### config.mk
export PLATFORM = sky130hd
export DESIGN_NAME = street_queue
export DESIGN_NICKNAME = d
export VERILOG_FILES = /design/src/rtl/traffic_pkg.sv /design/src/rtl/street_queue.sv
export SDC_FILE = /design/constraint.sdc
export NUM_CORES = 1
export LEC_CHECK = 0
export ABC_AREA = 0
export BUFFER_PORTS_ARGS = -buffer_cell sky130_fd_sc_hd__clkbuf_2
export CORE_MARGIN = 1.5
export CORE_UTILIZATION = 32
export DETAILED_ROUTE_END_ITERATION = 16
export PLACE_DENSITY = 0.48
export RECOVER_POWER = 50
export SLEW_MARGIN = 20
export SYNTH_ARGS = -nofsm -noshare
export SYNTH_HDL_FRONTEND = slang
export SYNTH_SLANG_ARGS = --single-unit
export TNS_END_PERCENT = 20
### constraint.sdc
create_clock -name clk -period 3 [get_ports clk]
set_clock_uncertainty 0.15 [all_clocks]
set_input_delay 0.15 -clock clk [delete_from_list [all_inputs] [get_ports clk]]
set_output_delay 0.15 -clock clk [all_outputs]
set_load 0.05 [all_outputs]
### src/rtl/traffic_pkg.sv
// Shared definitions for the intersection road model: lamp encodings,
// monitor error codes, LFSR seeds and the per-street lamp sequence rule.
package traffic_pkg;

  // Lamp vectors are packed as {R, G, Y}
  typedef enum logic [2:0] {
    LAMP_R = 3'b100,
    LAMP_G = 3'b010,
    LAMP_Y = 3'b001
  } lamp_e;

  localparam logic [2:0] ERR_NONE     = 3'd0;
  localparam logic [2:0] ERR_A_ONEHOT = 3'd1;
  localparam logic [2:0] ERR_B_ONEHOT = 3'd2;
  localparam logic [2:0] ERR_BOTH_GO  = 3'd3;
  localparam logic [2:0] ERR_SEQ      = 3'd4;

  localparam logic [4:0] LFSR_SEED_A = 5'b00000;
  localparam logic [4:0] LFSR_SEED_B = 5'b10101;

  // Legal per-street steps: G->G, G->Y, Y->R, R->R, R->G
  function automatic logic lamp_step_ok(input logic [2:0] prev, input logic [2:0] cur);
    logic ok;
    ok = 1'b0;
    case (prev)
      LAMP_G:  ok = (cur == LAMP_G) || (cur == LAMP_Y);
      LAMP_Y:  ok = (cur == LAMP_R);
      LAMP_R:  ok = (cur == LAMP_R) || (cur == LAMP_G);
      default: ok = 1'b0;
    endcase
    return ok;
  endfunction

endpackage

### src/rtl/street_queue.sv
// One street of the road model: pseudo-random arrivals from a 5-bit XNOR
// LFSR, a green-time departure timer and a saturating vehicle queue with a
// sticky overflow flag.
module street_queue
  import traffic_pkg::*;
#(
  parameter int         QW         = 4,
  parameter int         ARR_BITS   = 2,
  parameter int         DEP_CYCLES = 3,
  parameter logic [4:0] SEED       = LFSR_SEED_A
) (
  input  logic          clk,
  input  logic          rst,
  input  logic          i_green,
  output logic [QW-1:0] o_q,
  output logic          o_t,
  output logic          o_ov
);

  localparam int TW = (DEP_CYCLES > 1) ? $clog2(DEP_CYCLES) : 1;
  localparam logic [QW-1:0] QMAX = '1;

  logic [4:0]    r_lfsr;
  logic [TW-1:0] r_timer;
  logic [QW-1:0] r_q;
  logic          r_ov;
  logic          w_arr;
  logic          w_dep;

  // Arrival is decided from the LFSR value before this cycle's shift
  assign w_arr = &r_lfsr[ARR_BITS-1:0];
  assign w_dep = i_green && (r_timer == TW'(DEP_CYCLES - 1));

  // Free-running LFSR; all-zero is a normal state for the XNOR feedback
  always_ff @(posedge clk or posedge rst) begin
    if (rst) r_lfsr <= SEED;
    else     r_lfsr <= {r_lfsr[3:0], ~(r_lfsr[2] ^ r_lfsr[4])};
  end

  // Departure timer counts continuous green and restarts on any non-green
  always_ff @(posedge clk or posedge rst) begin
    if (rst)                   r_timer <= '0;
    else if (!i_green || w_dep) r_timer <= '0;
    else                       r_timer <= r_timer + TW'(1);
  end

  // Queue: a simultaneous arrival and departure cancel, even at 0 or QMAX
  always_ff @(posedge clk or posedge rst) begin
    if (rst) begin
      r_q  <= '0;
      r_ov <= 1'b0;
    end else if (w_arr && !w_dep) begin
      if (r_q == QMAX) r_ov <= 1'b1;
      else             r_q  <= r_q + QW'(1);
    end else if (w_dep && !w_arr && (r_q != '0)) begin
      r_q <= r_q - QW'(1);
    end
  end

  assign o_q  = r_q;
  assign o_t  = (r_q != '0);
  assign o_ov = r_ov;

endmodule

==> results.md, run 1 <==
- Post-synth cell types: 20
- Critical Path Source Type: flip-flop
- GR Util All Layers: 10.7%
- Post-synthesis net count: 46
- Post-CTS Setup Bufs: 0
- Wirelength, routed: 875 µm
- Area leader, netlist: dfrtp_1
- Mapped cell area: roughly 540 µm²
- CP max stage cell: dfrtp_1
- Ports: 9
- Synth warn: 0
- Clock sink count: 12
- WS Path Type: flip-flop to flip-flop
- Port Buf Inserts: 8
- Final period util: 74.2%
- CTS max path bufs: 2
- Crit path launch: r_timer[0]
- Die area: 1930 µm²
- Die W: 44.0 µm
- R2R Path Start: r_timer[0]
- Layout cells sized above 1: 30.2%
- DRT Pass-1 Iters: 2
- Fin Setup TNS: 0 ns
- Clk root buf: clkbuf_4
- Antenna Cells: 0
- Hold crit path type: flip-flop to flip-flop
- Worst Max-Slew Pin Slew: 0.450 ns
- DR DRC count: 0
- Relative slew slack: 70.0%
- Bufs and invs on worst path: 1
- Most frequent cells in the layout: dfrtp_1 (12), clkbuf_2 (8), xor2_1 (3), ha_1 (3), clkbuf_4 (3)
- CP cell instances: inv_1, ha_1, nand2_1, nand3_1, ha_1, a21o_1, a21oi_1, mux2i_1, xor2_1
- Sequential share of the synthesized area: roughly 56%
- Synth Register Bits: 12
- Max Slew Vio Count: 0
- Final core occ: 42.4%
- Top Family by Delay on Critical Path: adder cells
- Initial core utilization: 34.8%
- F_max: ~450 MHz
- Placer Congestion: 0.708
- CTS tree: built
- Vias/cell: 4.64
- Cell Rows: 14
- Wirelength per Cell: about 13 µm
- CP endpoint kind: flip-flop
- Yosys top cell area share: a little under three fifths
- Hold Vio Cnt, Final: 0
- Peak fanout along the critical path: 4
- Final Critical Period: 2.23 ns
- Worst EP required: ~3.1 ns
- Worst-Skew Late Latency: 0.27 ns
- Critical Path Most Common Cell: ha_1
- Clock transition at path regs: 0.08 ns
- Area delta synth->final: 21.7%
- Commonest non-fill, non-tap cell in the layout: dfrtp_1
- Largest net degree at the start of global routing: 13
- Peak supply drop: 0.000427 V
- Max Cap Viol: 0
- Outcome: finished clean
- Nets: 61
- Worst Path Arrival: 2.27 ns
- Static leakage: 0.294 nW
- CP max stage delay: 0.34 ns
- PD cells: 1030 nW/µm²
- Grt total ovfl: 0
- Core area: 1540 µm²
- RSZ-0062 raised after global routing: false
- Largest cells by area after synthesis: dfrtp_1 (56%), ha_1 (7.0%), xor2_1 (4.9%)
- Worst hold start: r_lfsr[3]
- H-Tree Depth: 1
- Die Y: roughly 44 µm
- ANT nets after route: 0
- Resize count post-CTS: 0
- Initial antenna violation count: 0
- Mean area per synthesized cell: 13.8 µm²
- Initial DRC Count: 1
- First-pass GRT wire length: approximately 1500 µm
- Vias in the first global route: about 340
- Post-Synthesis Cells: 39
- Final setup vio count: 0
- Cts bufs inserted: 3
- HPWL Detailed: 675 µm
- Vias: 320
==> stage by stage <==
| step | cells | power [mW] | hold WS [ns] | setup WS [ns] | cell area (µm²) |
|---|---|---|---|---|---|
| after floorplan | 39 | 0.481 | -0.135 | 0.902 | 537 |
| after global placement | 63 | 0.544 | -0.00794 | 0.816 | 597 |
| after detailed placement | 63 | 0.552 | 0.0143 | 0.780 | 597 |
| after CTS | 69 | 0.686 | 0.213 | 0.751 | 653 |
| after global routing | 69 | 0.719 | 0.232 | 0.620 | 653 |
| final | 69 | 0.674 | 0.208 | 0.775 | 653 |
==> repair_timing <==
action,CTS,global route
hold buffers,2,0
hold endpoints to repair,13,0
endpoints found under the setup margin,0,0
==> worst register-to-register path: stages (launching register included) <==
cell and delay, ns:
dfrtp_1 0.34, inv_1 0.05, ha_1 0.23, nand2_1 0.14, nand3_1 0.18, ha_1 0.32, a21o_1 0.18, a21oi_1 0.18
mux2i_1 0.24, xor2_1 0.15
==> kinds of logic after synthesis <==
kind of cell    count (synthesis)  synth area share, %
flops                          12                 55.9
simple gates                   11                 15.6
mux                             3                 6.06
fa+ha+maj                       4                 10.7
xor+xnor                        4                 6.53
compound gates                  3                 3.73
buf+inv                         2                 1.40
==> state kept, by name, indices dropped and copies added, names as in the netlist <==
register	cells
r_timer	2
o_q	4
o_ov	1
r_lfsr	5
==> worst paths after layout <==
check	to	slack [ns]	cells after the start
worst max-delay path	o_q[3]	0.77	9
worst min-delay path	r_lfsr[4]	0.21	0
worst max register to register	o_q[3]	0.77	9
worst min register to register	r_lfsr[4]	0.21	0
max in group asynchronous	r_lfsr[3]	2.13	3
min in group asynchronous	o_q[3]	0.26	3
==> layer usage <==
layer / vias to the layer above / part of all wire, % / global-route usage (%)
li1: 162 / - / -
met5: - / 0 / 0
met2: 5 / 47 / 17.1
met3: 2 / 4.1 / 2.50
met4: 0 / 1.3 / 7.27
met1: 151 / 47 / 12.7
==> synth_stat cells <==
cell and count:
nand3_1 1, o21bai_1 1, xnor2_1 1, dfrtp_1 12, nor2_1 2, a21o_1 1
a21oi_1 1, nand4_4 1, nand2_2 1, xor2_1 3, fa_1 1, nand4_2 1
nand2b_1 1, ha_1 3, inv_1 2, or4_4 1, nand4_1 1, mux2_1 2
mux2i_1 1, nand2_1 2
==> power by group <==
part / switching, mW / internal [mW] / total, mW
Combinational: 0.207 / 0.0912 / 0.298
Sequential: 0.0497 / 0.201 / 0.250
Clock: 0.0515 / 0.0736 / 0.125
Total: 0.308 / 0.365 / 0.674
==> layout make-up <==
cell class / count / area (µm²)
clock buffers: 4 / 36.3
fillers: 150 / 888
inverters: 2 / 7.51
multi-input cells: 25 / 229
flip-flops and latches: 12 / 300
well taps: 16 / 20.0
repair buffers: 10 / 60.1
Power figures use the tool's default switching activity.
==> run 2, diff against run 1 <==
==> constraint.sdc (replaced) <==
create_clock -name clk -period 2.25 [get_ports clk]
set_clock_uncertainty 0.15 [all_clocks]
set_input_delay 0.1125 -clock clk [delete_from_list [all_inputs] [get_ports clk]]
set_output_delay 0.1125 -clock clk [all_outputs]
set_load 0.05 [all_outputs]
==> results.md, run 2 (synthesized netlist as in run 1, its figures left out) <==
- Outcome: finished clean
- Ports: 9
- Clock sink count: 12
- Clock transition at path regs: 0.08 ns
- Peak fanout along the critical path: 3
- Die Y: 44.0 µm
- Area delta synth->final: 23.5%
- FF-to-FF path depth: 8
- Hold crit path type: input port to async pin
- HPWL Detailed: slightly below 700 µm
- Met3 wire length: between 40 and 50 µm
- Initial DRC Count: 0
- Static leakage: 0.299 nW
- Post-Place Cell Area: 604 µm²
- Fill count: 147
- Layout cells sized above 1: 33.3%
- Core area: about 1500 µm²
- Initial core utilization: between 30% and 40%
- Worst EP required: 2.26 ns
- WS Path Type: flip-flop to flip-flop
- F_max: 477 MHz
- Vias in the first global route: 316
- Critical Path Source Type: flip-flop
- CTS tree: built
- Worst-Skew Late Latency: 0.28 ns
- Clk root buf: clkbuf_4
- Die area: between 1500 and 2000 µm²
- Met1 WL: 429 µm
- CTS max path bufs: 2
- Met2 wire len: 438 µm
- Final setup vio count: 0
- Die W: about 44 µm
- Wirelength, routed: 920 µm
- Hold_ws: ~0.21 ns
- Placer Congestion: 0.779
- CP max stage delay: 0.37 ns
- Final Critical Period: between 2 and 2.5 ns
- H-Tree Depth: 1
- Max Cap Viol: 0
- Max Slew Vio Count: 0
- Overall power: 0.909 mW
- Commonest non-fill, non-tap cell in the layout: dfrtp_1
- Relative slew slack: 69.8%
- Cell Rows: 14
- Port Buf Inserts: 8
- Worst Max-Slew Pin Slew: 0.452 ns
- Number of flip-flops under the largest register name: 5
- Slack of the worst reg-to-reg path: 0.15 ns
- Peak supply drop: 0.000456 V
- GR Util All Layers: between 10% and 20%
- Wirelength per Cell: 13.1 µm
- Register area: 300 µm²
- Placement Setup Slack: 0.120 ns
- Nets: 62
- CP max stage cell: fa_1
- Layout Cells excl Fill: 70
- Final period util: 93.2%
- Fin Setup TNS: 0 ns
- Cts bufs inserted: 3
- Final WS setup: 0.152 ns
- Grt total ovfl: 0
- First-pass GRT wire length: 1460 µm
- CP endpoint kind: flip-flop
- Design area: 663 µm²
- Final core occ: about 43%
- Reg with most FFs: r_lfsr
- Antenna Cells: 0
- Vias/cell: 4.63
- DRT Pass-1 Iters: 1
- ANT nets after route: 0
- Placed cell count: 64
- Hold Vio Cnt, Final: 0
- PD cells: approximately 1400 nW/µm²
- DR DRC count: 0
- CP cell instances: inv_1, ha_1, nand2_2, nand3_1, buf_4, fa_1, xor2_1, mux2_1
- Multi-input combinational cell area: ~230 µm²
- Top Metal Used: met4
- Largest net degree at the start of global routing: 13
- RSZ-0062 raised after global routing: false
- Most frequent cells in the layout: dfrtp_1 (12), clkbuf_2 (8), xor2_1 (3), ha_1 (3), clkbuf_4 (3)
- Vias: about 320
- Worst Path Arrival: 2.11 ns
- Initial antenna violation count: 0
run 2: changes by cell type in the layout (fill, tap and decap cells not counted), sizes merged:
cell / previous run / this run
buf: 0 / 1
run 2: power breakdown:
group	leakage (nW)	internal (mW)	switching (mW)
clock	0.0210	0.0984	0.0764
combinational	0.143	0.122	0.280
sequential	0.135	0.268	0.0645
total	0.299	0.488	0.421
run 2: final cells by class:
cell class | count | area share (%)
flip-flops and latches | 12 | 45.3
multi-input cells | 25 | 34.9
repair buffers | 11 | 10.2
clock buffers | 4 | 5.47
well taps | 16 | 3.02
inverters | 2 | 1.13
run 2: what timing repair did:
item | CTS | global route
gates resized for setup | 0 | 1
hold endpoints to repair | 14 | 0
hold buffers | 2 | 0
setup endpoints to repair | 0 | 1
setup buffers | 0 | 0
run 2: worst paths after layout:
kind / startpoint / end
max: r_timer[0] / o_q[2]
min: rst / o_q[1]
max reg2reg: r_timer[0] / o_q[2]
min reg2reg: r_lfsr[3] / r_lfsr[4]
max in group asynchronous: rst / o_ov
min in group clk: r_lfsr[3] / r_lfsr[4]
run 2: critical path, delay by kind of cell, from the launching register on:
family	cells	cell delay, ns
buffers and inverters	2	0.22
adder cells (fa/ha/maj)	2	0.60
XOR/XNOR	1	0.15
multiplexers	1	0.30
AND/OR/NAND/NOR	2	0.23
flip-flops	1	0.34
run 2: routing by layer:
layer,track usage (%),vias up
met5,0,-
li1,-,163
met4,9.09,0
met2,17.1,7
met3,3.75,2
met1,13.5,152
==> run 3, diff against run 2 <==
--- a/config.mk
+++ b/config.mk
@@ -10,7 +10,8 @@
 export CORE_MARGIN = 1.5
 export CORE_UTILIZATION = 32
 export DETAILED_ROUTE_END_ITERATION = 16
-export PLACE_DENSITY = 0.48
+export GPL_ROUTABILITY_DRIVEN = 0
+export PLACE_DENSITY_LB_ADDON = 0.2
 export RECOVER_POWER = 50
 export SLEW_MARGIN = 20
 export SYNTH_ARGS = -nofsm -noshare
==> results.md, run 3 (synthesized netlist as in run 1, its figures left out) <==
- Hold Vio Cnt, Final: 0
- Initial core utilization: around a third
- Commonest non-fill, non-tap cell in the layout: dfrtp_1
- Static leakage: 0.301 nW
- Outcome: finished clean
- Fill count: between 100 and 150
- Sequential Power Share: 36.3%
- Multi-input combinational cell area: 235 µm²
- DRT Pass-1 Iters: 3
- Die area: 1930 µm²
- Worst reg2reg path endpoint: o_q[3]
- Critical Path Source Type: flip-flop
- Initial DRC Count: 1
- Most frequent cells in the layout: dfrtp_1 (12), clkbuf_2 (8), xor2_1 (3), clkbuf_4 (3)
- Nets: 63
- Grt total ovfl: 0
- Area delta synth->final: 25.6%
- Fin Setup TNS: 0 ns
- Max Cap Viol: 0
- Layout cells sized above 1: a little over a third
- DR DRC count: 0
- CP max stage cell: dfrtp_1
- Placed cell count: 65
- Worst hold path depth: 0
- Clk root buf: clkbuf_4
- Worst EP required: 2.30 ns
- Clock transition at path regs: 0.08 ns
- Psw: 0.417 mW
- CP max stage delay: 0.34 ns
- Antenna Cells: 0
- Largest net degree at the start of global routing: 13
- CTS tree: built
- Wirelength per Cell: between 10 and 15 µm
- R2R Path Start: r_timer[0]
- Final core occ: between 40% and 50%
- CTS max path bufs: 2
- Die Y: 44.0 µm
- Max Slew Vio Count: 0
- Switch share: 45.7%
- Final Critical Period: between 2 and 2.5 ns
- Vias: 327
- First-pass GRT wire length: between 1500 and 2000 µm
- Port Buf Inserts: 8
- Clock sink count: 12
- Die W: between 40 and 50 µm
- Core area: 1540 µm²
- H-Tree Depth: 1
- Worst Hold Path EP: r_lfsr[4]
- GR Util All Layers: 11.3%
- Final WS setup: 0.220 ns
- Cts bufs inserted: 3
- Cell Rows: 14
- CP cell instances: inv_1, ha_2, nand2_1, nand3_1, ha_1, a21o_1, a21oi_2, mux2i_1, xor2_1
- Slack of the worst reg-to-reg path: between 0.2 and 0.25 ns
- Final setup vio count: 0
- Hold crit path type: flip-flop to flip-flop
- Initial antenna violation count: 0
- ANT nets after route: 0
- Final period util: 90.2%
- WS Path Type: flip-flop to flip-flop
- Layout Cells excl Fill: 71
- Worst hold start: r_lfsr[3]
- Vias/cell: 4.61
- Worst-Skew Late Latency: 0.27 ns
- Clock share of power: between 10% and 20%
- FF-to-FF path depth: 9
- Relative slew slack: 71.0%
- Wirelength, routed: 899 µm
- Placement Setup Slack: 0.161 ns
- Worst Path Arrival: 2.08 ns
- CP endpoint kind: flip-flop
- Number of flip-flops under the largest register name: 5
- Reg with most FFs: r_lfsr
- PD cells: 1350 nW/µm²
- Combinational share of power: 45.1%
- Ports: 9
- RSZ-0062 raised after global routing: false
- Vias in the first global route: 370
- HPWL Detailed: about 700 µm
- Register area: 300 µm²
- Peak fanout along the critical path: 3
- F_max: 493 MHz
- Peak supply drop: 0.000666 V
- Int Power: 0.496 mW
- Worst Max-Slew Pin Slew: about 0.43 ns
run 3: routing by layer:
metal	vias up	routed length [µm]	GRT usage (%)
met3	2	28	2.50
met4	0	7	7.27
li1	165	-	-
met1	155	415	12.9
met5	-	0	0
met2	5	447	18.8
run 3: what timing repair did:
action                                  in CTS  in global routing
hold buffers                                 2                  0
setup buffers                                0                  0
endpoints found under the setup margin       0                  1
gates resized for setup                      0                  2
endpoints found under the hold margin       14                  0
run 3: power by group through the flow:
stage               sequential [mW]  clock, mW  combinational (mW)
finish                        0.332      0.169               0.412
global route                  0.342      0.190               0.441
CTS                           0.333      0.176               0.407
detailed placement            0.337          0               0.400
global placement              0.333          0               0.390
floorplan                     0.488          0               0.153
run 3: critical path: cells and delay by family, from the launching register on:
family                     cells  cell delay (ns)
AOI/OAI and AO/OA              2             0.34
xor gates and xnor gates       1             0.16
adders and majority gates      2             0.49
buffers and inverters          1             0.05
DFF                            1             0.34
muxes                          1             0.25
and+or+nand+nor                2             0.19
run 3: worst max-delay path by stage:
stage,startpoint,end,cells after the start
detailed placement,r_timer[0],o_q[3],9
finish,r_timer[0],o_q[3],9
CTS,r_timer[0],o_q[3],9
floorplan,o_q[2],o_q[1],4
global placement,r_timer[0],o_q[3],9
global route,r_timer[0],o_q[3],9
run 3: per-stage QoR:
step / hold WS, ns / power (mW) / area (µm²)
finish: 0.205 / 0.913 / 674
global route: 0.214 / 0.972 / 674
CTS: 0.206 / 0.915 / 668
detailed placement: -0.0290 / 0.737 / 612
global placement: -0.0459 / 0.723 / 612
floorplan: -0.173 / 0.641 / 537
run 3: final cells by class:
type | instances | area share [%]
clock buffers | 4 | 5.38
inverters | 2 | 1.11
repair buffers | 12 | 11.1
flip-flops and latches | 12 | 44.5
multi-input cells | 25 | 34.9
well taps | 16 | 2.97
